`config.mk`:
```
export PLATFORM = sky130hd
export DESIGN_NAME = verificador_paridade_rom
export DESIGN_NICKNAME = d
export VERILOG_FILES = /design/src/rtl/verificador_paridade_rom.sv
export SDC_FILE = /design/constraint.sdc
export NUM_CORES = 1
export LEC_CHECK = 0
export BUFFER_PORTS_ARGS = -buffer_cell sky130_fd_sc_hd__buf_2
export CORE_MARGIN = 1.5
export CORE_UTILIZATION = 52
export CTS_CLUSTER_DIAMETER = 120
export DETAILED_ROUTE_END_ITERATION = 16
export PLACE_DENSITY = 0.88
export SYNTH_ARGS = -nofsm -noshare
export SYNTH_HDL_FRONTEND = slang
export SYNTH_SLANG_ARGS = --single-unit
```
`constraint.sdc`:
```
create_clock -name clk -period 1.9 [get_ports clk]
set_input_delay 0.38 -clock clk [delete_from_list [all_inputs] [get_ports clk]]
set_output_delay 0.38 -clock clk [all_outputs]
set_load 0.02 [all_outputs]
```
`src/rtl/verificador_paridade_rom.sv`:
```
// Parity ROM scan controller: walks an inclusive (wrapping) address range, re-checks
// each word's parity against the stored bit, and reports mismatch count and first address.
module verificador_paridade_rom #(
    parameter int DATA_WIDTH  = 8,
    parameter int ADDR_WIDTH  = 8,
    parameter int ROM_LATENCY = 1,
    parameter int PARITY_ODD  = 0
) (
    input  logic                  clk,
    input  logic                  rst,
    input  logic                  start,
    input  logic [ADDR_WIDTH-1:0] addr_ini,
    input  logic [ADDR_WIDTH-1:0] addr_fim,
    output logic [ADDR_WIDTH-1:0] addr,
    input  logic [DATA_WIDTH-1:0] a,
    input  logic                  paridade,
    output logic                  busy,
    output logic                  done,
    output logic [ADDR_WIDTH:0]   erro_cnt,
    output logic                  erro_flag,
    output logic [ADDR_WIDTH-1:0] primeiro_erro
);

    typedef enum logic [1:0] {OCIOSO, VARRE, DRENA, FIM} estado_t;

    localparam logic IMPAR = (PARITY_ODD != 0);
    // Every stage but the output one: once these are empty, the last tag is being compared.
    localparam logic [ROM_LATENCY-1:0] MASCARA = {ROM_LATENCY{1'b1}} >> 1;

    estado_t estado, prox;

    logic [ADDR_WIDTH-1:0]  fim_q;
    logic [ADDR_WIDTH-1:0]  tag_addr [ROM_LATENCY];
    logic [ROM_LATENCY-1:0] tag_v;
    logic                   ultimo;
    logic                   pendente;
    logic                   esperado;
    logic                   divergente;

    assign ultimo     = (addr == fim_q);
    assign pendente   = |(tag_v & MASCARA);
    assign esperado   = (^a) ^ IMPAR;
    assign divergente = tag_v[ROM_LATENCY-1] && (esperado != paridade);

    always_ff @(posedge clk) begin
        if (rst) estado <= OCIOSO;
        else     estado <= prox;
    end

    always_comb begin
        prox = estado;
        busy = 1'b0;
        done = 1'b0;
        case (estado)
            OCIOSO: if (start) prox = VARRE;
            VARRE: begin
                busy = 1'b1;
                if (ultimo) prox = DRENA;
            end
            DRENA: begin
                busy = 1'b1;
                if (!pendente) prox = FIM;
            end
            FIM: begin
                done = 1'b1;
                prox = OCIOSO;
            end
            default: prox = OCIOSO;
        endcase
    end

    always_ff @(posedge clk) begin
        tag_addr[0] <= addr;
        for (int unsigned i = 1; i < ROM_LATENCY; i++) tag_addr[i] <= tag_addr[i-1];
    end

    always_ff @(posedge clk) begin
        if (rst) begin
            addr          <= '0;
            fim_q         <= '0;
            tag_v         <= '0;
            erro_cnt      <= '0;
            erro_flag     <= 1'b0;
            primeiro_erro <= '0;
        end else begin
            tag_v[0] <= (estado == VARRE);
            for (int unsigned i = 1; i < ROM_LATENCY; i++) tag_v[i] <= tag_v[i-1];

            if (divergente) begin
                erro_cnt <= erro_cnt + 1'b1;
                if (!erro_flag) begin
                    erro_flag     <= 1'b1;
                    primeiro_erro <= tag_addr[ROM_LATENCY-1];
                end
            end

            case (estado)
                OCIOSO: if (start) begin
                    addr          <= addr_ini;
                    fim_q         <= addr_fim;
                    erro_cnt      <= '0;
                    erro_flag     <= 1'b0;
                    primeiro_erro <= '0;
                end
                VARRE: if (!ultimo) addr <= addr + 1'b1;
                default: ;
            endcase
        end
    end

endmodule
```
==> run_results.csv, run 1 <==
group,metric,value,unit
worst_hold_path,hp-start,"addr_fim[1]",
logic_synthesis,synth_simple_gate_area_share,21.7,%
routing,postRouteAntennaNets,0,
timing,slew_viol_final,0,
cts,cts_max_path_buffers,2,
cts,clock_latency,300,ps
timing,hold_violations,0,
timing,layout_setup_ws,103,ps
cts,cts_tree,"done",
setup_path,timing.rr.start,"estado[0]",
logic_synthesis,synth.cell_area,2150,µm²
grt,grt_overflow_total,0,
setup_path,worstSetupPathType,"reg2reg",
setup_path,path_buf_inv,2,
run_status,status,"finished, final reports clean",
routing,wire_per_inst,13.6,µm
logic_synthesis,synthCells,242,
cts,clockRootBuffer,"clkbuf_8",
grt,grt_max_degree,23,
setup_path,slowest_delay,370,ps
place,dp_hpwl,3450,µm
setup_path,arrival,1970,ps
die,fp.dieArea,4520,µm²
logic_synthesis,synth_top_family_by_area,"simple AND/OR/NAND/NOR gates",
timing,fin_hold_ws,312,ps
logic_synthesis,ys_seq_elements,45,
logic_synthesis,synth-xor-area-share,8.97,%
cts,cts.clk_slew.worst_paths,80,ps
power_and_ir_drop,ir_drop,0.00123,V
routing,dr_total_vias,1918,
run,max_cap_violations,0,
setup_path,path_delay_family,"compound AO/OA/AOI/OAI gates",
routing,drc,0,
grt,grt.total_usage,22.0,%
logic_synthesis,ys_types,41,
logic_synthesis,ys_seq_area_share,42.0,%
routing,routed_wl,4890,µm
grt,grt_pass1_vias,1691,
logic_synthesis,yosys_warnings,0,
die,num_rows,23,
place,dpl_worst_slack,-70.9,ps
cts,clkSinkCount,45,
setup_path,worstPathMaxFanout,6,
timing,clock_skew,4.22,ps
logic_synthesis,async_flop_share,0,%
layout,final_cells,358,
cts,htreeDepth,2,
logic_synthesis,synth_adder_area_share,4.08,%
logic_synthesis,synth-edff-count,0,
cts,cts_buffers,5,
timing,finalCritPeriodShare,94.6,%
die,die_h,67.3,µm
layout,finalNetCount,343,
setup_path,crit_start,"estado[0]",
setup_path,cp.required,2080,ps
layout,area_growth,23.4,%
die,initial_core_util,54.1,%
place,gp_congestion,0.803,
logic_synthesis,synthFlopType,"dfxtp_1",
timing,max_freq,556,MHz
routing,dr.pass1.iters,4,
die,boundaryPins,56,
power_and_ir_drop,power_density,1380,nW/µm²
setup_path,crit_chain,"inv_1, ha_2, nand2b_1, o21ai_0, a31oi_1, buf_4, mux2i_1, a21oi_1",
logic_synthesis,syn_area_per_cell,8.87,µm²
setup_path,crit_slowest_cell,"dfxtp_2",
routing,drtIter0Drc,115,
power_and_ir_drop,p_leak,1.19,nW
timing,setup_viol,0,
timing,min_period,1800,ps
grt,grt_first_pass_wirelength,7380,µm
place,dp_cells,350,
logic_synthesis,synthMuxAreaShare,5.89,%
logic_synthesis,syn-num-nets,277,
place,numPortBuffers,55,
setup_path,crit_path_end_kind,"register",
die,core,3970,µm²
die,die_w,67.3,µm
grt,grt_antenna_before_repair,0,
timing,max_slew_margin,73.3,%
setup_path,crit_path_start_kind,"register",
timing,worst_pin_slew,393,ps
layout,drive_gt1_share,28.6,%
layout,antenna_cells,0,
logic_synthesis,synth_compound_area_share,13.7,%
worst_hold_path,hold_class,"in2reg",
routing,via_per_inst,5.36,
-- final timing paths --
kind                      end  slack (ps)  depth (start not counted)
max                   addr[6]         100                          8
min                  fim_q[1]         310                          3
max reg2reg           addr[6]         100                          8
min reg2reg  primeiro_erro[7]         450                          2
-- metal layers --
metal,vias up,track usage (%),routed length (µm)
li1,976,-,-
met1,872,24.7,2010
met2,64,39.5,2490
met3,6,5.83,294
met4,0,8.42,84
met5,-,0,0
-- placed cells by master (no fill, tap or decap), types with 3 or more instances in the layout --
master,count
a21oi_1,21
buf_2,55
buf_4,14
clkbuf_8,6
dfxtp_1,43
ha_1,6
inv_1,5
mux2i_1,7
nand2_1,37
nand2b_1,5
nand3_1,18
nand4_1,6
nor2_1,13
nor2b_1,3
nor3_1,3
o21ai_0,17
or3_1,4
xnor2_1,3
xor2_1,11
-- state kept, by name, summed over array words and instances, names as in the netlist --
register,cells
estado,2
tag_v,1
addr,8
primeiro_erro,8
erro_flag,1
fim_q,8
erro_cnt,9
tag_addr,8
-- worst min-delay path, stage by stage --
cell,delay (ps)
buf_2,90
nand2_1,50
a21oi_1,50
-- cells by family after synthesis --
logic type / Yosys count
DFF: 45
adders and majority gates: 7
buffers and inverters: 16
xor gates and xnor gates: 17
AOI/OAI and AO/OA: 51
muxes: 10
and+or+nand+nor: 96
-- cell type report --
class	count	area (µm²)
Clock buffer	7	86.3
Fill cell	321	1320
Inverter	5	18.8
Multi-Input combinational cell	181	1190
Sequential cell	45	903
Tap cell	50	62.6
Timing Repair Buffer	70	392
-- stage by stage --
stage	util (%)	area (µm²)	setup TNS [ps]	power (mW)
global placement	63.7	2530	0	2.85
detailed placement	63.7	2530	-287	2.92
global route	66.7	2650	-47.7	3.86
floorplan	-	2150	0	2.44
finish	66.7	2650	0	3.65
CTS	65.9	2620	0	3.51
-- timing repair --
action / in CTS / in global routing
buffers inserted: 0 / 0
setup endpoints to repair: 0 / 4
resized for setup: 0 / 5
endpoints found under the hold margin: 0 / 0
hold buffers: 0 / 0
-- power by group --
| group | total [mW] | switching, mW | internal (mW) |
|---|---|---|---|
| registers | 1.29 | 0.129 | 1.16 |
| logic | 1.76 | 1.02 | 0.744 |
| clock network | 0.596 | 0.307 | 0.289 |
-- cells in the mapped netlist (2+ instances only) --
cell | count | area, µm²
nand3_1 | 18 | 90.1
mux2i_1 | 7 | 70.1
ha_1 | 7 | 87.6
nand2_1 | 37 | 139
inv_1 | 5 | 18.8
a31oi_1 | 2 | 12.5
xnor2_1 | 3 | 26.3
nor2_1 | 13 | 48.8
nor4_2 | 2 | 25.0
dfxtp_1 | 45 | 901
nand2b_1 | 5 | 31.3
nand4_1 | 6 | 37.5
a211oi_1 | 2 | 15.0
clkbuf_1 | 7 | 26.3
mux2i_4 | 2 | 45.0
a21oi_1 | 21 | 105
nor3_1 | 3 | 15.0
or3_1 | 4 | 25.0
xor2_1 | 11 | 96.3
o21ai_0 | 17 | 85.1
nor2b_1 | 3 | 18.8
a31o_2 | 2 | 17.5
buf_6 | 2 | 22.5
Power figures use the tool's default switching activity.
==> run 2: changes to the inputs <==
--- a/config.mk
+++ b/config.mk
@@ -11,6 +11,7 @@
 export CTS_CLUSTER_DIAMETER = 120
 export DETAILED_ROUTE_END_ITERATION = 16
 export PLACE_DENSITY = 0.88
+export SETUP_SLACK_MARGIN = 0.3
 export SYNTH_ARGS = -nofsm -noshare
 export SYNTH_HDL_FRONTEND = slang
 export SYNTH_SLANG_ARGS = --single-unit
==> run_results.csv, run 2 (synthesis results as in run 1) <==
group,metric,value,unit
power_and_ir_drop,power_frac_comb,45.8,%
layout,seqCellArea,930,µm²
grt,grt_overflow_total,0,
layout,antenna_cells,0,
power_and_ir_drop,ir_drop,0.00127,V
cts,htreeDepth,2,
routing,dr_total_vias,2037,
layout,largest_reg_flops,9,
layout,fillers,273,
layout,area_growth,35.3,%
layout,multi_input_area,1320,µm²
cts,cts.clk_slew.worst_paths,80,ps
timing,setup_viol,0,
cts,cts_tree,"done",
layout,postLayoutCellArea,2900,µm²
cts,clkSinkCount,45,
timing,hold_violations,0,
setup_path,worstPathMaxFanout,6,
grt,met2_usage,41.7,%
grt,grt_first_pass_wirelength,7910,µm
setup_path,path_delay_family,"simple AND/OR/NAND/NOR gates",
grt,grt_pass1_vias,1810,
power_and_ir_drop,swShare,38.5,%
setup_path,crit_start,"addr[7]",
layout,top_register,"erro_cnt",
place,gp_congestion,0.726,
cts,clock_latency,300,ps
layout,final_cell_mix,"54 x buf_2, 37 x nand2_1, 32 x dfxtp_1",
setup_path,crit_slowest_cell,"nor4_2",
timing,finalCritPeriodShare,86.9,%
routing,postRouteAntennaNets,0,
grt,grt_max_degree,24,
routing,drtIter0Drc,117,
place,dp_hpwl,3260,µm
routing,dr.pass1.iters,4,
run,max_cap_violations,0,
setup_path,path_buf_inv,1,
die,num_rows,23,
setup_path,cp.required,2120,ps
die,fp.dieArea,4520,µm²
layout,final_cells,363,
layout,drive_gt1_share,40.9,%
die,initial_core_util,54.1,%
layout,finalNetCount,347,
timing,max_freq,605,MHz
grt,use_met3,4.33,%
timing,clock_skew,6.60,ps
place,place_area,2480,µm²
grt,grt.total_usage,23.6,%
timing,slew_viol_final,0,
timing,worst_pin_slew,401,ps
setup_path,arrival,1870,ps
power_and_ir_drop,p_int,2.54,mW
worst_hold_path,hold_class,"in2reg",
die,core,3970,µm²
timing,min_period,1650,ps
power_and_ir_drop,p_leak,1.25,nW
routing,via_per_inst,5.61,
power_and_ir_drop,p_clk_share,19.5,%
setup_path,crit_path_start_kind,"register",
routing,wire_per_inst,15.2,µm
timing,max_slew_margin,73.3,%
routing,drc,0,
place,numPortBuffers,55,
setup_path,timing.rr.start,"addr[7]",
power_and_ir_drop,netSwitchingPower,1.59,mW
die,die_w,67.3,µm
timing,rsz0062_at_grt,"true",
power_and_ir_drop,seqPwrFrac,34.7,%
cts,cts_buffers,5,
grt,busiest_layer,"met2",
die,boundaryPins,56,
routing,routed_wl,5520,µm
timing,timing.setup.tns,0,ps
worst_hold_path,hp-start,"addr_fim[7]",
setup_path,crit_chain,"xor2_1, nor4_2, a31oi_2, buf_6, nand2b_4, a31oi_1",
cts,cts_max_path_buffers,2,
setup_path,worstSetupPathType,"reg2reg",
die,die_h,67.3,µm
run_status,status,"finished, final reports clean",
place,dp_cells,341,
grt,grt_antenna_before_repair,0,
setup_path,slowest_delay,400,ps
grt,met1_usage,26.5,%
cts,ctsHoldBuffers,0,
layout,final_common_cell,"buf_2",
setup_path,crit_path_end_kind,"register",
cts,clockRootBuffer,"clkbuf_8",
power_and_ir_drop,power_density,1420,nW/µm²
-- run 2: cell count changes in the layout (fill, tap and decap cells not counted), moves of 5 or more --
cell	previous run	this run
xor2_2	0	5
nand3_1	18	12
o21ai_1	0	8
buf_6	0	6
xor2_1	11	6
dfxtp_4	0	5
dfxtp_1	43	32
dfxtp_2	2	8
nand3_2	0	6
o21ai_0	17	9
-- run 2: metrics by stage --
stage	setup slack [ps]	total power [mW]	util [%]	hold WS (ps)
5_1_grt	173	4.35	73.1	323
3_5_place_dp	-32.6	2.82	62.4	406
2_1_floorplan	175	2.47	-	412
4_1_cts	277	3.83	69.1	311
6_report	248	4.12	73.1	299
3_3_place_gp	22.6	2.77	62.4	408
-- run 2: worst paths after layout --
| path | to | slack [ps] | cells past startpoint |
|---|---|---|---|
| max reg2reg | addr[7] | 250 | 6 |
| min reg2reg | tag_addr[0][7] | 400 | 0 |
| max | addr[7] | 250 | 6 |
| min | fim_q[7] | 300 | 3 |
-- run 2: worst min-delay path: stages --
cell and delay (ps):
buf_2 90, nand2_1 40, a21oi_1 50
-- run 2: power groups by stage --
stage                     sequential [mW]  combinational, mW  clock [mW]
after floorplan                      1.46               1.01           0
after global placement               1.43               1.34           0
after detailed placement             1.43               1.39           0
after CTS                            1.42               1.61       0.802
after global routing                 1.46               2.04       0.839
final                                1.43               1.89       0.805
-- run 2: area by class of cell --
type | instances | share of cell area, %
Clock buffer | 6 | 3.23
Clock inverter | 2 | 1.21
Inverter | 5 | 0.646
Multi-Input combinational cell | 181 | 45.5
Sequential cell | 45 | 32.0
Tap cell | 50 | 2.15
Timing Repair Buffer | 74 | 15.3
-- run 2: routing by layer --
| metal | wire (µm) | vias to the layer above |
|---|---|---|
| met3 | 308 | 23 |
| met4 | 266 | 0 |
| met5 | 0 | - |
| met2 | 2870 | 89 |
| li1 | - | 980 |
| met1 | 2080 | 945 |
-- run 2: repair_timing --
item	in CTS	in global routing
setup endpoints to repair	25	26
resized for setup	20	29
setup buffers	7	5
gates cloned	1	1
pin swaps	7	8
==> run 3: changes to the inputs <==
--- a/config.mk
+++ b/config.mk
@@ -6,8 +6,10 @@
 export NUM_CORES = 1
 export LEC_CHECK = 0
 export BUFFER_PORTS_ARGS = -buffer_cell sky130_fd_sc_hd__buf_2
+export CELL_PAD_IN_SITES_DETAIL_PLACEMENT = 0
+export CELL_PAD_IN_SITES_GLOBAL_PLACEMENT = 1
 export CORE_MARGIN = 1.5
-export CORE_UTILIZATION = 52
+export CORE_UTILIZATION = 39
 export CTS_CLUSTER_DIAMETER = 120
 export DETAILED_ROUTE_END_ITERATION = 16
 export PLACE_DENSITY = 0.88
==> run_results.csv, run 3 (synthesis results as in run 1) <==
group,metric,value,unit
die,die_h,77.2,µm
timing,setup_viol,0,
power_and_ir_drop,finalPower,4.15,mW
layout,postLayoutCellArea,2960,µm²
timing,max_freq,614,MHz
timing,timing.setup.tns,0,ps
setup_path,timing.rr.start,"addr[3]",
timing,max_slew_margin,72.8,%
power_and_ir_drop,power_density,1400,nW/µm²
routing,highest_layer,"met4",
place,dp_hpwl,3260,µm
place,dpl_worst_slack,-35.7,ps
grt,grt_max_degree,23,
power_and_ir_drop,p_clk_share,13.9,%
setup_path,path_delay_family,"simple AND/OR/NAND/NOR gates",
cts,clkSinkCount,45,
layout,multi_input_area,1310,µm²
routing,drtIter0Drc,94,
run_status,status,"finished, final reports clean",
routing,dr_total_vias,1978,
die,die_w,77.2,µm
die,num_rows,26,
layout,fillers,479,
routing,wl_met3,325,µm
setup_path,path_buf_inv,2,
cts,clock_latency,300,ps
setup_path,reg2reg_slack,270,ps
place,gp_congestion,0.739,
power_and_ir_drop,seqPwrFrac,34.3,%
worst_hold_path,whs_path_depth,3,
timing,finalCritPeriodShare,85.7,%
place,dp_cells,365,
setup_path,worstPathMaxFanout,7,
routing,wire_per_inst,12.7,µm
place,place_area,2540,µm²
worst_hold_path,hold_class,"in2reg",
layout,antenna_cells,0,
power_and_ir_drop,ir_drop,0.00119,V
die,fp.dieArea,5960,µm²
cts,htreeDepth,2,
setup_path,worstSetupPathType,"reg2reg",
routing,routed_wl,4970,µm
routing,dr.pass1.iters,4,
die,initial_core_util,41.2,%
routing,drt-met1-wl,2140,µm
timing,min_period,1630,ps
setup_path,arrival,1850,ps
cts,cts_tree,"done",
layout,final_cell_mix,"53 x buf_2, 37 x nand2_1, 32 x dfxtp_1",
timing,hold_violations,0,
layout,finalNetCount,356,
setup_path,cp.required,2130,ps
setup_path,reg2reg_depth,7,
layout,seqCellArea,940,µm²
layout,final_common_cell,"buf_2",
setup_path,crit_path_start_kind,"register",
power_and_ir_drop,netSwitchingPower,1.62,mW
routing,via_per_inst,5.05,
timing,worst_pin_slew,408,ps
power_and_ir_drop,p_int,2.53,mW
cts,clockRootBuffer,"clkbuf_8",
worst_hold_path,holdPathEnd,"fim_q[0]",
cts,cts.clk_slew.worst_paths,90,ps
setup_path,crit_path_end_kind,"register",
power_and_ir_drop,p_leak,1.28,nW
setup_path,cp_num_cells,7,
power_and_ir_drop,swShare,39.1,%
setup_path,rr_endpoint,"addr[7]",
timing,clock_skew,6.68,ps
setup_path,slowest_delay,380,ps
run,max_cap_violations,0,
cts,ctsHoldBuffers,0,
layout,final_cells,392,
setup_path,crit_chain,"xor2_2, nor4_4, buf_4, a31oi_2, buf_6, nand2b_1, a31oi_1",
die,boundaryPins,56,
layout,fin_util,56.9,%
timing,fin_hold_ws,313,ps
grt,grt_pass1_vias,1838,
setup_path,crit_start,"addr[3]",
layout,drive_gt1_share,41.3,%
timing,slew_viol_final,0,
routing,drc,0,
grt,grt_antenna_before_repair,0,
grt,grt_first_pass_wirelength,8070,µm
place,numPortBuffers,55,
power_and_ir_drop,power_frac_comb,51.8,%
layout,top_register,"erro_cnt",
die,core,5200,µm²
routing,wl_met2,2460,µm
timing,rsz0062_at_grt,"true",
grt,grt.total_usage,16.7,%
layout,largest_reg_flops,9,
worst_hold_path,hp-start,"addr_fim[0]",
setup_path,crit_slowest_cell,"dfxtp_4",
cts,cts_max_path_buffers,2,
timing,layout_setup_ws,272,ps
routing,postRouteAntennaNets,0,
grt,grt_overflow_total,0,
cts,cts_buffers,5,
layout,area_growth,37.9,%
## run 3: how the worst max path moves through the flow
stage | to
floorplan | erro_cnt[5]
global placement | erro_cnt[2]
detailed placement | erro_cnt[8]
CTS | erro_cnt[8]
global route | estado[0]
finish | addr[7]
## run 3: power by group through the flow
stage	Clock [mW]	Combinational (mW)	Sequential (mW)
after floorplan	0	1.01	1.46
after global placement	0	1.45	1.42
after detailed placement	0	1.46	1.43
after CTS	0.589	1.69	1.42
after global routing	0.626	2.33	1.45
final	0.578	2.15	1.42
## run 3: final cells by class
class | count | area share, %
flip-flops and latches | 45 | 31.7
clock inverters | 2 | 0.338
repair buffers | 83 | 17.6
clock buffers | 6 | 2.45
multi-input cells | 181 | 44.3
well taps | 70 | 2.96
inverters | 5 | 0.634
## run 3: metal layers
layer  vias to the layer above  global-route usage (%)
li1                       1001                       -
met1                       908                    20.4
met2                        63                    28.6
met5                         -                       0
met3                         6                    4.40
met4                         0                    5.09
## run 3: worst reg2reg max path, delay by kind of cell (launching register included)
| kind | cells | cell delay (ps) |
|---|---|---|
| buffers and inverters | 2 | 310 |
| and+or+nand+nor | 2 | 430 |
| AOI/OAI and AO/OA | 2 | 260 |
| DFF | 1 | 380 |
| xor gates and xnor gates | 1 | 160 |
## run 3: timing repair
action / in CTS / in global routing
gates cloned: 1 / 0
setup buffers: 6 / 12
endpoints found under the setup margin: 15 / 17
pin swaps: 2 / 11
resized for setup: 14 / 34
